`src/rtl/ysyx_24100005_pkg.sv`:
```
// Shared constants for the ysyx_24100005 register-file write path and its arbiters.
package ysyx_24100005_pkg;

  localparam int REG_ADDR_W = 5;
  localparam int REG_DATA_W = 32;
  localparam int REG_ZERO   = 0;

  // A one-requester arbiter still needs a 1-bit pointer so port widths stay legal.
  function automatic int ptr_w(input int n);
    return (n > 1) ? $clog2(n) : 1;
  endfunction

endpackage

```
`src/rtl/ysyx_24100005_rr_pick.sv`:
```
// Combinational round-robin picker: first set bit of req at or above ptr, wrapping to 0.
module ysyx_24100005_rr_pick
  import ysyx_24100005_pkg::*;
#(
  parameter  int N  = 3,
  localparam int PW = ptr_w(N)
) (
  input  logic [N-1:0]  req,
  input  logic [PW-1:0] ptr,
  output logic [N-1:0]  gnt,
  output logic [PW-1:0] idx,
  output logic          any
);

  logic          hi_found;
  logic          lo_found;
  logic [PW-1:0] hi_idx;
  logic [PW-1:0] lo_idx;

  // Scanning downward lets the last hit win, leaving the lowest index in each half.
  always_comb begin
    hi_found = 1'b0;
    lo_found = 1'b0;
    hi_idx   = '0;
    lo_idx   = '0;
    for (int k = N - 1; k >= 0; k--) begin
      if (req[k]) begin
        lo_found = 1'b1;
        lo_idx   = PW'(k);
        if (k >= int'(ptr)) begin
          hi_found = 1'b1;
          hi_idx   = PW'(k);
        end
      end
    end
  end

  assign any = lo_found;
  assign idx = hi_found ? hi_idx : lo_idx;
  assign gnt = any ? (N'(1) << idx) : '0;

endmodule

```
`src/rtl/ysyx_24100005_rf_wr_arbiter.sv`:
```
// Round-robin arbiter sharing the register-file write port, with a one-cycle
// registered write stage, x0 filtering and a bypass compare for the pending write.
module ysyx_24100005_rf_wr_arbiter
  import ysyx_24100005_pkg::*;
#(
  parameter int NR_REQ     = 3,
  parameter int ADDR_WIDTH = REG_ADDR_W,
  parameter int DATA_WIDTH = REG_DATA_W
) (
  input  logic                         clk,
  input  logic                         rst,
  input  logic                         hold,
  input  logic [NR_REQ-1:0]            req_valid,
  output logic [NR_REQ-1:0]            req_ready,
  input  logic [NR_REQ*ADDR_WIDTH-1:0] req_addr,
  input  logic [NR_REQ*DATA_WIDTH-1:0] req_data,
  output logic                         rf_wen,
  output logic [ADDR_WIDTH-1:0]        rf_waddr,
  output logic [DATA_WIDTH-1:0]        rf_wdata,
  input  logic [ADDR_WIDTH-1:0]        byp_raddr,
  output logic                         byp_hit,
  output logic [DATA_WIDTH-1:0]        byp_data
);

  localparam int PW = ptr_w(NR_REQ);

  logic [PW-1:0]         rr_ptr_q, rr_ptr_d;
  logic                  rf_wen_q, rf_wen_d;
  logic [ADDR_WIDTH-1:0] rf_waddr_q, rf_waddr_d;
  logic [DATA_WIDTH-1:0] rf_wdata_q, rf_wdata_d;

  logic [NR_REQ-1:0]     pick_req;
  logic [NR_REQ-1:0]     pick_gnt;
  logic [PW-1:0]         pick_idx;
  logic                  pick_any;
  logic [ADDR_WIDTH-1:0] sel_addr;
  logic [DATA_WIDTH-1:0] sel_data;

  // Masking the requests (not the grant) keeps ready all-zero during reset and hold.
  assign pick_req = (rst || hold) ? '0 : req_valid;

  ysyx_24100005_rr_pick #(.N(NR_REQ)) u_pick (
    .req (pick_req),
    .ptr (rr_ptr_q),
    .gnt (pick_gnt),
    .idx (pick_idx),
    .any (pick_any)
  );

  assign req_ready = pick_gnt;

  always_comb begin
    sel_addr = '0;
    sel_data = '0;
    for (int k = 0; k < NR_REQ; k++) begin
      if (pick_gnt[k]) begin
        sel_addr = req_addr[k*ADDR_WIDTH +: ADDR_WIDTH];
        sel_data = req_data[k*DATA_WIDTH +: DATA_WIDTH];
      end
    end
  end

  always_comb begin
    rf_wen_d   = 1'b0;
    rf_waddr_d = rf_waddr_q;
    rf_wdata_d = rf_wdata_q;
    rr_ptr_d   = rr_ptr_q;
    if (pick_any) begin
      // Writes to x0 complete the handshake but never reach the register file.
      rf_wen_d   = (sel_addr != ADDR_WIDTH'(REG_ZERO));
      rf_waddr_d = sel_addr;
      rf_wdata_d = sel_data;
      rr_ptr_d   = (pick_idx == PW'(NR_REQ - 1)) ? '0 : pick_idx + PW'(1);
    end
  end

  // Write-port register stage
  always_ff @(posedge clk) begin
    if (rst) begin
      rf_wen_q   <= 1'b0;
      rf_waddr_q <= '0;
      rf_wdata_q <= '0;
      rr_ptr_q   <= '0;
    end else begin
      rf_wen_q   <= rf_wen_d;
      rf_waddr_q <= rf_waddr_d;
      rf_wdata_q <= rf_wdata_d;
      rr_ptr_q   <= rr_ptr_d;
    end
  end

  assign rf_wen   = rf_wen_q;
  assign rf_waddr = rf_waddr_q;
  assign rf_wdata = rf_wdata_q;

  assign byp_hit  = rf_wen_q && (byp_raddr == rf_waddr_q) &&
                    (byp_raddr != ADDR_WIDTH'(REG_ZERO));
  assign byp_data = byp_hit ? rf_wdata_q : '0;

endmodule
```
`config.mk`:
```
export PLATFORM = sky130hd
export DESIGN_NAME = ysyx_24100005_rf_wr_arbiter
export DESIGN_NICKNAME = d
export VERILOG_FILES = /design/src/rtl/ysyx_24100005_pkg.sv /design/src/rtl/ysyx_24100005_rr_pick.sv /design/src/rtl/ysyx_24100005_rf_wr_arbiter.sv
export SDC_FILE = /design/constraint.sdc
export NUM_CORES = 1
export LEC_CHECK = 0
export CAP_MARGIN = 10
export CORE_MARGIN = 2
export CORE_UTILIZATION = 32
export CTS_CLUSTER_SIZE = 24
export DETAILED_ROUTE_END_ITERATION = 12
export MAX_ROUTING_LAYER = met4
export PLACE_DENSITY = 0.81
export SYNTH_ARGS = -nofsm -noshare
export SYNTH_HDL_FRONTEND = slang
export SYNTH_SLANG_ARGS = --single-unit
```
`constraint.sdc`:
```
create_clock -name clk -period 2.32 [get_ports clk]
set_clock_uncertainty 0.05 [all_clocks]
set_input_delay 0.232 -clock clk [delete_from_list [all_inputs] [get_ports clk]]
set_output_delay 0.232 -clock clk [all_outputs]
set_load 0.005 [all_outputs]
```
==> Word level (Yosys, flattened, before mapping) <==
Index checks and enable logic that the tools add are counted.
{ "word_totals": {"input_bits": 122, "regBits": 40, "wordCells": 47, "out_inout_bits": 74} }
{ "op_classes": {"n_eq_ne": 2, "n_reduce_logical": 6, "mux": 29, "bitwise_logic": 1, "addsub": 1, "order_cmp": 3, "n_shift": 1} }
{ "ops": {"columns": ["cell", "n"], "rows": [
  ["$mux 32", 4],
  ["$mux 2", 11],
  ["$mux 5", 3],
  ["$reduce_bool 5->1", 2],
  ["$mux 1", 9],
  ["$mux 3", 2],
  ["$eq 5x5->1", 1],
  ["$ge 1x2->1 const A", 2],
  ["$shl 1x2->3 const A", 1],
  ["$add 2x1->2 const B", 1],
  ["$eq 2x2->1 const B", 1],
  ["$ge 2x2->1 const A", 1],
  ["$logic_and 1x1->1", 2],
  ["$reduce_or 2->1", 1],
  ["$logic_or 1x1->1", 1],
  ["$not 1->1", 1]
]} }

==> Longest topological paths before layout <==
Gate-level depths: netlist of run 1.
{ "depth": {"depth_word": 14, "depth_mapped": 8, "ltp_nobuf": 6} }

==> Modules after synthesis <==
From an unflattened synthesis of run 1, not the netlist that was laid out.
{ "unflattened": {"cells_unflattened": 332, "hier_area_um2": 2676.3} }
{ "modules_own_cells": {"columns": ["mod", "cells_each", "area_each_um2", "seq_area_each_um2", "instances"], "rows": [
  ["ysyx_24100005_rf_wr_arbiter", 319, 2573.7, 800.8, 1],
  ["ysyx_24100005_rr_pick", 13, 102.6, 0.0, 1]
]} }

==> Least setup slack after synthesis of run 1 <==
Ideal clock, no wire load.
{ "synth_timing": {"path_kind": "reg2reg", "start": "register rr_ptr_q[0]", "end": "register rf_wdata_q[10], in the netlist rf_wdata[10]", "required_ps": 2138, "period_less_slack_ps": 1731, "setup_ps": 132, "stages_incl_launch_ff": 8, "t_arrival_ps": 1549, "path_buffers": 1, "slack_ps": 589, "cell_sequence": "dfxtp_1 > nor3b_1 > o311ai_4 > inv_2 > buf_2 > a221o_1 > a21oi_1 > nor3_1"} }
{ "synth_between": {"elab_chain_len": 13, "elab_cells_between_ends": 21, "classes_between": "3 x order compare; 1 x shift; 17 x mux"} }
{ "synth_rtl": {"columns": ["item", "line_no", "rtl"], "rows": [
  ["start, declared", "ysyx_24100005_rf_wr_arbiter.sv:27", "logic [PW-1:0] rr_ptr_q, rr_ptr_d;"],
  ["start signal, assigned", "ysyx_24100005_rf_wr_arbiter.sv:88", "rr_ptr_q <= rr_ptr_d;"],
  ["$ge 2x2->1", "ysyx_24100005_rr_pick.sv:30", "if (k >= int'(ptr)) begin"],
  ["$mux 1 or $mux 2 (tied branches)", "ysyx_24100005_rr_pick.sv:30", null],
  ["$mux 1 or $mux 2 (tied branches)", "ysyx_24100005_rr_pick.sv:27", "if (req[k]) begin"],
  ["$mux 1 or $mux 2 (tied branches)", "ysyx_24100005_rr_pick.sv:30", null],
  ["$mux 1 or $mux 2 (tied branches)", "ysyx_24100005_rr_pick.sv:27", null],
  ["$mux 1 or $mux 2 (tied branches)", "ysyx_24100005_rr_pick.sv:30", null],
  ["$mux 1 or $mux 2 (tied branches)", "ysyx_24100005_rr_pick.sv:27", null],
  ["$mux 2 *", "ysyx_24100005_rr_pick.sv:39", "assign idx = hi_found ? hi_idx : lo_idx;"],
  ["$shl 1x2->3 *", "ysyx_24100005_rr_pick.sv:40", "assign gnt = any ? (N'(1) << idx) : '0;"],
  ["$mux 3 *", "ysyx_24100005_rr_pick.sv:40", null],
  ["$mux 32 (2 in a row)", "ysyx_24100005_rf_wr_arbiter.sv:56", "if (pick_gnt[k]) begin"],
  ["$mux 32 *", "ysyx_24100005_rf_wr_arbiter.sv:56", null],
  ["end signal, assigned", "ysyx_24100005_rf_wr_arbiter.sv:87", "rf_wdata_q <= rf_wdata_d;"],
  ["end, declared", "ysyx_24100005_rf_wr_arbiter.sv:30", "logic [DATA_WIDTH-1:0] rf_wdata_q, rf_wdata_d;"]
]} }
Mark *: on every way between the ends. The rest lies on a longest branch, timed or not.
A chain may end at the register's enable or synchronous reset.

==> Final worst setup path of run 1 <==
{ "layout_timing": {"start": "input byp_raddr[2]", "end": "output byp_data[9]"} }
{ "layout_between": {"elab_chain_len": 4, "elab_cells_between_ends": 5, "classes_between": "1 x eq/ne; 1 x mux; 3 x reduce/logical"} }
{ "layout_rtl": {"columns": ["item", "line_no", "rtl"], "rows": [
  ["start, declared", "ysyx_24100005_rf_wr_arbiter.sv:20", "input logic [ADDR_WIDTH-1:0] byp_raddr,"],
  ["$eq 5x5->1", "ysyx_24100005_rf_wr_arbiter.sv:96", "assign byp_hit = rf_wen_q && (byp_raddr == rf_waddr_q) &&"],
  ["$logic_and 1x1->1", "ysyx_24100005_rf_wr_arbiter.sv:96", null],
  ["$logic_and 1x1->1 *", "ysyx_24100005_rf_wr_arbiter.sv:96", null],
  ["$mux 32 *", "ysyx_24100005_rf_wr_arbiter.sv:98", "assign byp_data = byp_hit ? rf_wdata_q : '0;"],
  ["end, declared", "ysyx_24100005_rf_wr_arbiter.sv:22", "output logic [DATA_WIDTH-1:0] byp_data"]
]} }
Marks and branches as above.

==> metrics.md, run 1 <==
| Metric | Value |
|---|---|
| Status | `finished, violations left` |
| Failing checks | `negative setup slack` |
| Root Driver | `clkbuf_8` |
| Routed WL per cell | `approximately 16 µm` |
| Die area | `roughly 7700 µm²` |
| Max Cap Viol | `0` |
| Most common cell after layout, fill and taps aside | `clkdlybuf4s50_1` |
| DP HPWL | `approximately 6800 µm` |
| Die height | `around 88 µm` |
| Synth top area share | `0.3554` |
| Number of buffers inserted by hold repair at cts | `0` |
| Vias | `roughly 2.9k` |
| Hold Slack | `0.4398 ns` |
| Reg clk slew, reported paths | `~0.070 ns` |
| Final setup fails | `14` |
| Max frequency | `0.4201 GHz` |
| Power density over the cells | `around 420 nW/µm²` |
| Worst hold start | `rf_waddr[2]` |
| Fraction of registers with async set or reset after synthesis | `0` |
| Unrepaired setup endpoints after global routing | `yes` |
| Hold path endpoint | `rf_waddr[2]` |
| Clock Latency Late Sink | `between 0.2 and 0.3 ns` |
| Top sig layer | `met4` |
| Syn. warnings | `0` |
| Routed length on met1 | `around 3600 µm` |
| Antenna violations before repair | `0` |
| Worst-case reg-to-reg path depth | `7` |
| Crit Path Category | `in2out` |
| Final worst path period need | `2.381 ns` |
| Post-synth EDFFs | `0` |
| Vias/cell | `~5.0` |
| Post-Syn Area per Cell | `7.907 µm²` |
| Max VDD drop | `0.2166 mV` |
| Hold Crit Class | `reg2reg` |
| WL met2 | `between 4000 and 5000 µm` |
| Cell Area, Synth | `about 2300 µm²` |
| Clock Tree Buf Depth | `2` |
| Worst Tran Pin Value | `slightly above 0.4 ns` |
| Worst R2R Setup Slack | `between 0.4 and 0.5 ns` |
| Buffers added on ports | `195` |
| Post-synthesis cell count | `~290` |
| Final Hold Fails | `0` |
| DRT Wirelength | `approximately 9000 µm` |
| Core Area | `between 6000 and 7000 µm²` |
| Yosys reg bits | `40` |
| Starting Density | `0.3317` |
| Most area-consuming cells after synthesis | `dfxtp_1 (36%), a221o_1 (14%), and2_1 (8.9%), a21oi_1 (8.7%), nor3_1 (7.3%)` |
| CP Capture Type | `primary output` |
| Setup WS post-layout | `-0.06050 ns` |
| Cell variety after synth | `30` |
| CTS buffer count | `5` |
| CTS tree | `done` |
| Vias in the first global route | `approximately 2.8k` |
| Worst endpoint required time | `between 2 and 2.5 ns` |
| Max-slew violation count | `0` |
| Final nets | `about 600` |
| CP arrival | `around 2.1 ns` |
| Die X | `a little under 90 µm` |
| Max FO, Critical Path | `23` |
| Detailed Routing Iterations Pass 1 | `4` |
| Clock H-tree levels | `2` |
| Layout cells sized above 1 | `0.08903` |
| Post-synthesis sequential area ratio | `0.3554` |
| Crit path launch | `byp_raddr[2]` |
| First-pass GRT wire length | `~13000 µm` |
| DR iter-0 viols | `79` |
| Gr usage total | `0.2274` |
| Number of diodes | `0` |
| Slew HR | `0.7303` |
| Placed Area | `about 4400 µm²` |
| Largest net degree at the start of global routing | `39` |
| Most frequent cells in the layout | `clkdlybuf4s50_1 (174), a21oi_1 (39), dfxtp_1 (36)` |
| Finished Cell Area | `4599 µm²` |
| Grt ovf | `0` |
| Ys flop type | `dfxtp_1` |
| Clk sinks | `40` |
| Syn nets | `between 400 and 500` |
| Antenna-violating nets left | `0` |
| Placer Congestion | `about 0.82` |
| Post-route DRC | `0` |
| Synth area leader | `dfxtp_1` |
| Placement row count | `30` |
| Post-CTS setup buffer count | `0` |
| Startpoint types | `input pin` |
| FILL cells | `around 580` |
| Part of the cycle the worst path needs | `1.026` |
| Final Power | `~0.0019 W` |
| Worst reg2reg path endpoint | `rf_wdata[25]` |
| WL met3 | `506 µm` |
| Leakage | `roughly 2.1 nW` |
| Hold Path Depth | `2` |
| R2R Path Start | `rr_ptr_q[1]` |
| Top Ports | `roughly 200` |
| Area grow syn2layout | `104.1%` |
-- kinds of logic after synthesis --
| kind of cell | synth area share |
|---|---|
| AND/OR/NAND/NOR | 0.2821 |
| AO/OA/AOI/OAI | 0.2910 |
| flip-flops | 0.3554 |
| buffers and inverters | 0.05607 |
| XOR/XNOR | 0.01555 |
-- critical path, cell delays in order --
cell and delay, ns:
clkdlybuf4s50_1 0.41, xor2_1 0.15, nor3_2 0.21, nand3_2 0.13, nor2_4 0.16, buf_12 0.17, and2_1 0.13, clkdlybuf4s50_1 0.49
-- routing by layer --
layer	global-route usage	vias to the layer above
met5	-	-
met4	0.06434	0
met3	0.04147	16
met2	0.4022	115
met1	0.2617	1329
li1	-	1441
-- repair_timing --
action / 4_1_cts / 5_1_grt
resized for setup: 1 / 32
setup endpoints to repair: 33 / 35
pin swaps: 0 / 1
-- power by group --
| group | internal, W | leakage (nW) | switching [W] |
|---|---|---|---|
| sequential | 0.000742 | 0.332 | 0.0000473 |
| clock | 0.000319 | 0.0552 | 0.000240 |
| combinational | 0.000372 | 1.72 | 0.000199 |
-- Yosys cell counts (2+ instances only) --
master and count:
nor3_1 33, nor2_1 35, o2bb2ai_1 3, dfxtp_1 40, buf_2 11, nand3_1 6
a221o_1 32, nand3b_1 2, a22o_1 2, buf_4 2, nand2_1 13, and2_1 32
nor2_2 2, inv_2 2, clkbuf_1 12, and3_1 2, xor2_1 3, a21oi_1 39
o21ai_0 3
-- registers in the layout, indices dropped and copies added (netlist names) --
signal,cells
rf_wen,1
rr_ptr_q,2
rf_waddr,5
rf_wdata,32
-- worst max path at each step --
| stage | to | slack, ns | depth (start not counted) |
|---|---|---|---|
| 6_report | byp_data[9] | -0.06 | 8 |
| 5_1_grt | byp_data[9] | -0.18 | 7 |
| 4_1_cts | byp_data[17] | -0.14 | 7 |
| 3_5_place_dp | byp_data[28] | -0.15 | 8 |
| 3_3_place_gp | byp_data[17] | -0.12 | 8 |
| 2_1_floorplan | rf_wdata[10] | 0.59 | 7 |
-- through the flow --
step | worst slack, ns | util | setup TNS (ns) | cells
global placement | -0.1191 | 0.6471 | -2.658 | 571
detailed placement | -0.1458 | 0.6471 | -3.826 | 571
floorplan | 0.5895 | - | 0 | 285
finish | -0.06050 | 0.6770 | -0.7031 | 579
global route | -0.1794 | 0.6770 | -2.092 | 579
CTS | -0.1402 | 0.6637 | -3.741 | 579
-- layout make-up --
cell class                      count  area, µm²  area share
Clock inverter                      2      35.03    0.007617
Multi-Input combinational cell    217       1369      0.2976
Timing Repair Buffer              215       2183      0.4747
Inverter                            3      11.26    0.002448
Sequential cell                    40      808.3      0.1757
Clock buffer                        6      72.57     0.01578
Tap cell                           96      120.1     0.02612
Note: power is estimated with default switching activity, not from simulation.
==> run 2, diff against run 1 <==
--- a/config.mk
+++ b/config.mk
@@ -7,11 +7,11 @@
 export LEC_CHECK = 0
 export CAP_MARGIN = 10
 export CORE_MARGIN = 2
-export CORE_UTILIZATION = 32
+export CORE_UTILIZATION = 34
 export CTS_CLUSTER_SIZE = 24
 export DETAILED_ROUTE_END_ITERATION = 12
 export MAX_ROUTING_LAYER = met4
-export PLACE_DENSITY = 0.81
+export PLACE_DENSITY = 0.86
 export SYNTH_ARGS = -nofsm -noshare
 export SYNTH_HDL_FRONTEND = slang
 export SYNTH_SLANG_ARGS = --single-unit
==> constraint.sdc (replaced) <==
create_clock -name clk -period 2.78 [get_ports clk]
set_clock_uncertainty 0.05 [all_clocks]
set_input_delay 0.278 -clock clk [delete_from_list [all_inputs] [get_ports clk]]
set_output_delay 0.278 -clock clk [all_outputs]
set_load 0.005 [all_outputs]
==> run 2 against run 1 <==
Against the previous run: the run now ends clean; die area down 5.6%; worst hold slack better by 0.0029 ns; final cell count down 4.3%; count of clock-buffer cells in the layout unchanged; sequential power down 17%; first-iteration DRC count up 3.8%; utilization up 1.6 points; sequential cell count unchanged; sequential share of layout area up 0.53 points; critical path depth unchanged; largest cell class unchanged; highest routed layer unchanged.
==> metrics.md, run 2 (synthesis gave the netlist of run 1 again) <==
| Metric | Value |
|---|---|
| Worst Tran Pin Value | `between 0.5 and 0.6 ns` |
| Number of buffers inserted by hold repair at cts | `0` |
| Hold Slack | `roughly 0.44 ns` |
| CP arrival | `roughly 2.2 ns` |
| WL met3 | `roughly 560 µm` |
| CTS buffer count | `5` |
| Vias/cell | `5.352` |
| Power density over the cells | `between 300 and 400 nW/µm²` |
| Number of diodes | `0` |
| Worst reg2reg path endpoint | `rf_wdata[11]` |
| Routed WL per cell | `roughly 16 µm` |
| Most frequent cells in the layout | `clkdlybuf4s50_1 (195), dfxtp_1 (40), a21oi_1 (39)` |
| Reg clk slew, reported paths | `around 0.080 ns` |
| Clk sinks | `40` |
| Leakage | `about 1.7 nW` |
| Starting Density | `0.3529` |
| Core Area | `6386 µm²` |
| Buffers added on ports | `about 200` |
| R2R Path Start | `rr_ptr_q[1]` |
| Area grow syn2layout | `96.28%` |
| Detailed Routing Iterations Pass 1 | `5` |
| Routed length on met1 | `3603 µm` |
| DR iter-0 viols | `slightly above 80` |
| Final worst path period need | `2.535 ns` |
| DRT Wirelength | `~9000 µm` |
| Layout Cells excl Fill | `about 550` |
| Final nets | `between 500 and 600` |
| CP bufs+invs | `4` |
| CTS tree | `done` |
| Placer Congestion | `between 0.8 and 0.9` |
| Startpoint types | `input pin` |
| Most frequent CP cell | `clkdlybuf4s50_1` |
| Number of stages on the worst setup path | `8` |
| Max-slew violation count | `0` |
| Final Hold Fails | `0` |
| Top Ports | `approximately 200` |
| Clock Tree Buf Depth | `2` |
| First-pass GRT wire length | `approximately 14000 µm` |
| DP HPWL | `6911 µm` |
| Clock H-tree levels | `2` |
| Die X | `around 85 µm` |
| Crit-path slowest cell | `clkdlybuf4s50_1` |
| Crit Path Category | `in2out` |
| Post-CTS setup buffer count | `0` |
| Top sig layer | `met4` |
| Worst R2R Setup Slack | `about 0.8 ns` |
| Die area | `between 7000 and 8000 µm²` |
| Final setup fails | `0` |
| Final TNS setup | `0 ns` |
| Worst-case reg-to-reg path depth | `7` |
| Vias in the first global route | `around 2.9k` |
| Largest net degree at the start of global routing | `39` |
| Final Power | `approximately 0.0016 W` |
| Max Cap Viol | `0` |
| Unrepaired setup endpoints after global routing | `no` |
| Kind of cell adding the most delay to the critical path | `buffers and inverters` |
| Layout cells sized above 1 | `0.06080` |
| Max frequency | `0.3945 GHz` |
| Part of the cycle the worst path needs | `0.9119` |
| Worst Setup EP | `req_ready[0]` |
| WL met2 | `4566 µm` |
| Status | `completed` |
| Vias | `2965` |
| Gr usage total | `0.2441` |
| Max VDD drop | `between 0.2 and 0.25 mV` |
| Cell breakdown of the critical path | `clkdlybuf4s50_1 > a21oi_1 > o2111ai_2 > inv_2 > nor2_2 > nand2_1 > inv_1 > clkdlybuf4s50_1` |
| Worst endpoint required time | `about 2.5 ns` |
| Slew HR | `0.6577` |
| Die height | `around 85 µm` |
| Post-route DRC | `0` |
| Max reg flops | `32` |
| Antenna violations before repair | `0` |
| Worst path max stage delay | `approximately 0.6 ns` |
| CTS-repair resized insts | `0` |
| Antenna-violating nets left | `0` |
| Root Driver | `clkbuf_8` |
| Max FO, Critical Path | `8` |
| CP Capture Type | `primary output` |
| Hold Crit Class | `reg2reg` |
| Grt ovf | `0` |
| Fin util | `0.6926` |
| Placement row count | `29` |
| Most common cell after layout, fill and taps aside | `clkdlybuf4s50_1` |
| Clock Latency Late Sink | `roughly 0.29 ns` |
| Dpl cells | `546` |
| Crit path launch | `req_valid[0]` |
run 2: changes by cell type in the layout (fill, tap and decap cells not counted), sizes merged:
cell,delta
clkdlybuf4s50,+21
buf,-6
dlymetal6s2s,-21
run 2: through the flow:
stage / area, µm² / setup WS (ns)
floorplan: 2253 / 1.049
global placement: 4315 / 0.2968
detailed placement: 4315 / 0.2157
CTS: 4423 / 0.2201
global route: 4423 / 0.08652
finish: 4423 / 0.2450
run 2: worst min path at each step:
stage | cells after the start | startpoint | end | slack [ns]
final | 2 | rf_wdata[0] | rf_wdata[0] | 0.44
after global routing | 2 | rf_wdata[0] | rf_wdata[0] | 0.46
after CTS | 2 | rf_wdata[0] | rf_wdata[0] | 0.44
after detailed placement | 2 | rf_wdata[0] | rf_wdata[0] | 0.43
after global placement | 2 | rf_wdata[0] | rf_wdata[0] | 0.42
after floorplan | 2 | req_addr[14] | rf_waddr[4] | 0.36
run 2: layer usage:
layer  global-route usage  vias up
li1                     -     1425
met1               0.2766     1399
met2               0.4325      128
met3              0.04961       13
met4              0.07071        0
met5                    -        -
run 2: final cells by class:
cell class | count | area [µm²]
flip-flops and latches | 40 | 800.8
clock inverters | 2 | 35.03
well taps | 77 | 96.34
inverters | 3 | 11.26
multi-input cells | 217 | 1338
repair buffers | 209 | 2069
clock buffers | 6 | 72.57
fillers | 542 | 1963
run 2: power breakdown:
part	switching, W	internal [W]	total (W)
registers	0.0000397	0.000619	0.000658
clock network	0.000200	0.000266	0.000466
logic	0.000160	0.000304	0.000464
total	0.000400	0.00119	0.00159
run 2: worst min-delay path, cell delays in order (launching register included):
cell	delay, ns
dfxtp_1	0.33
nand3b_1	0.08
nand2_1	0.04
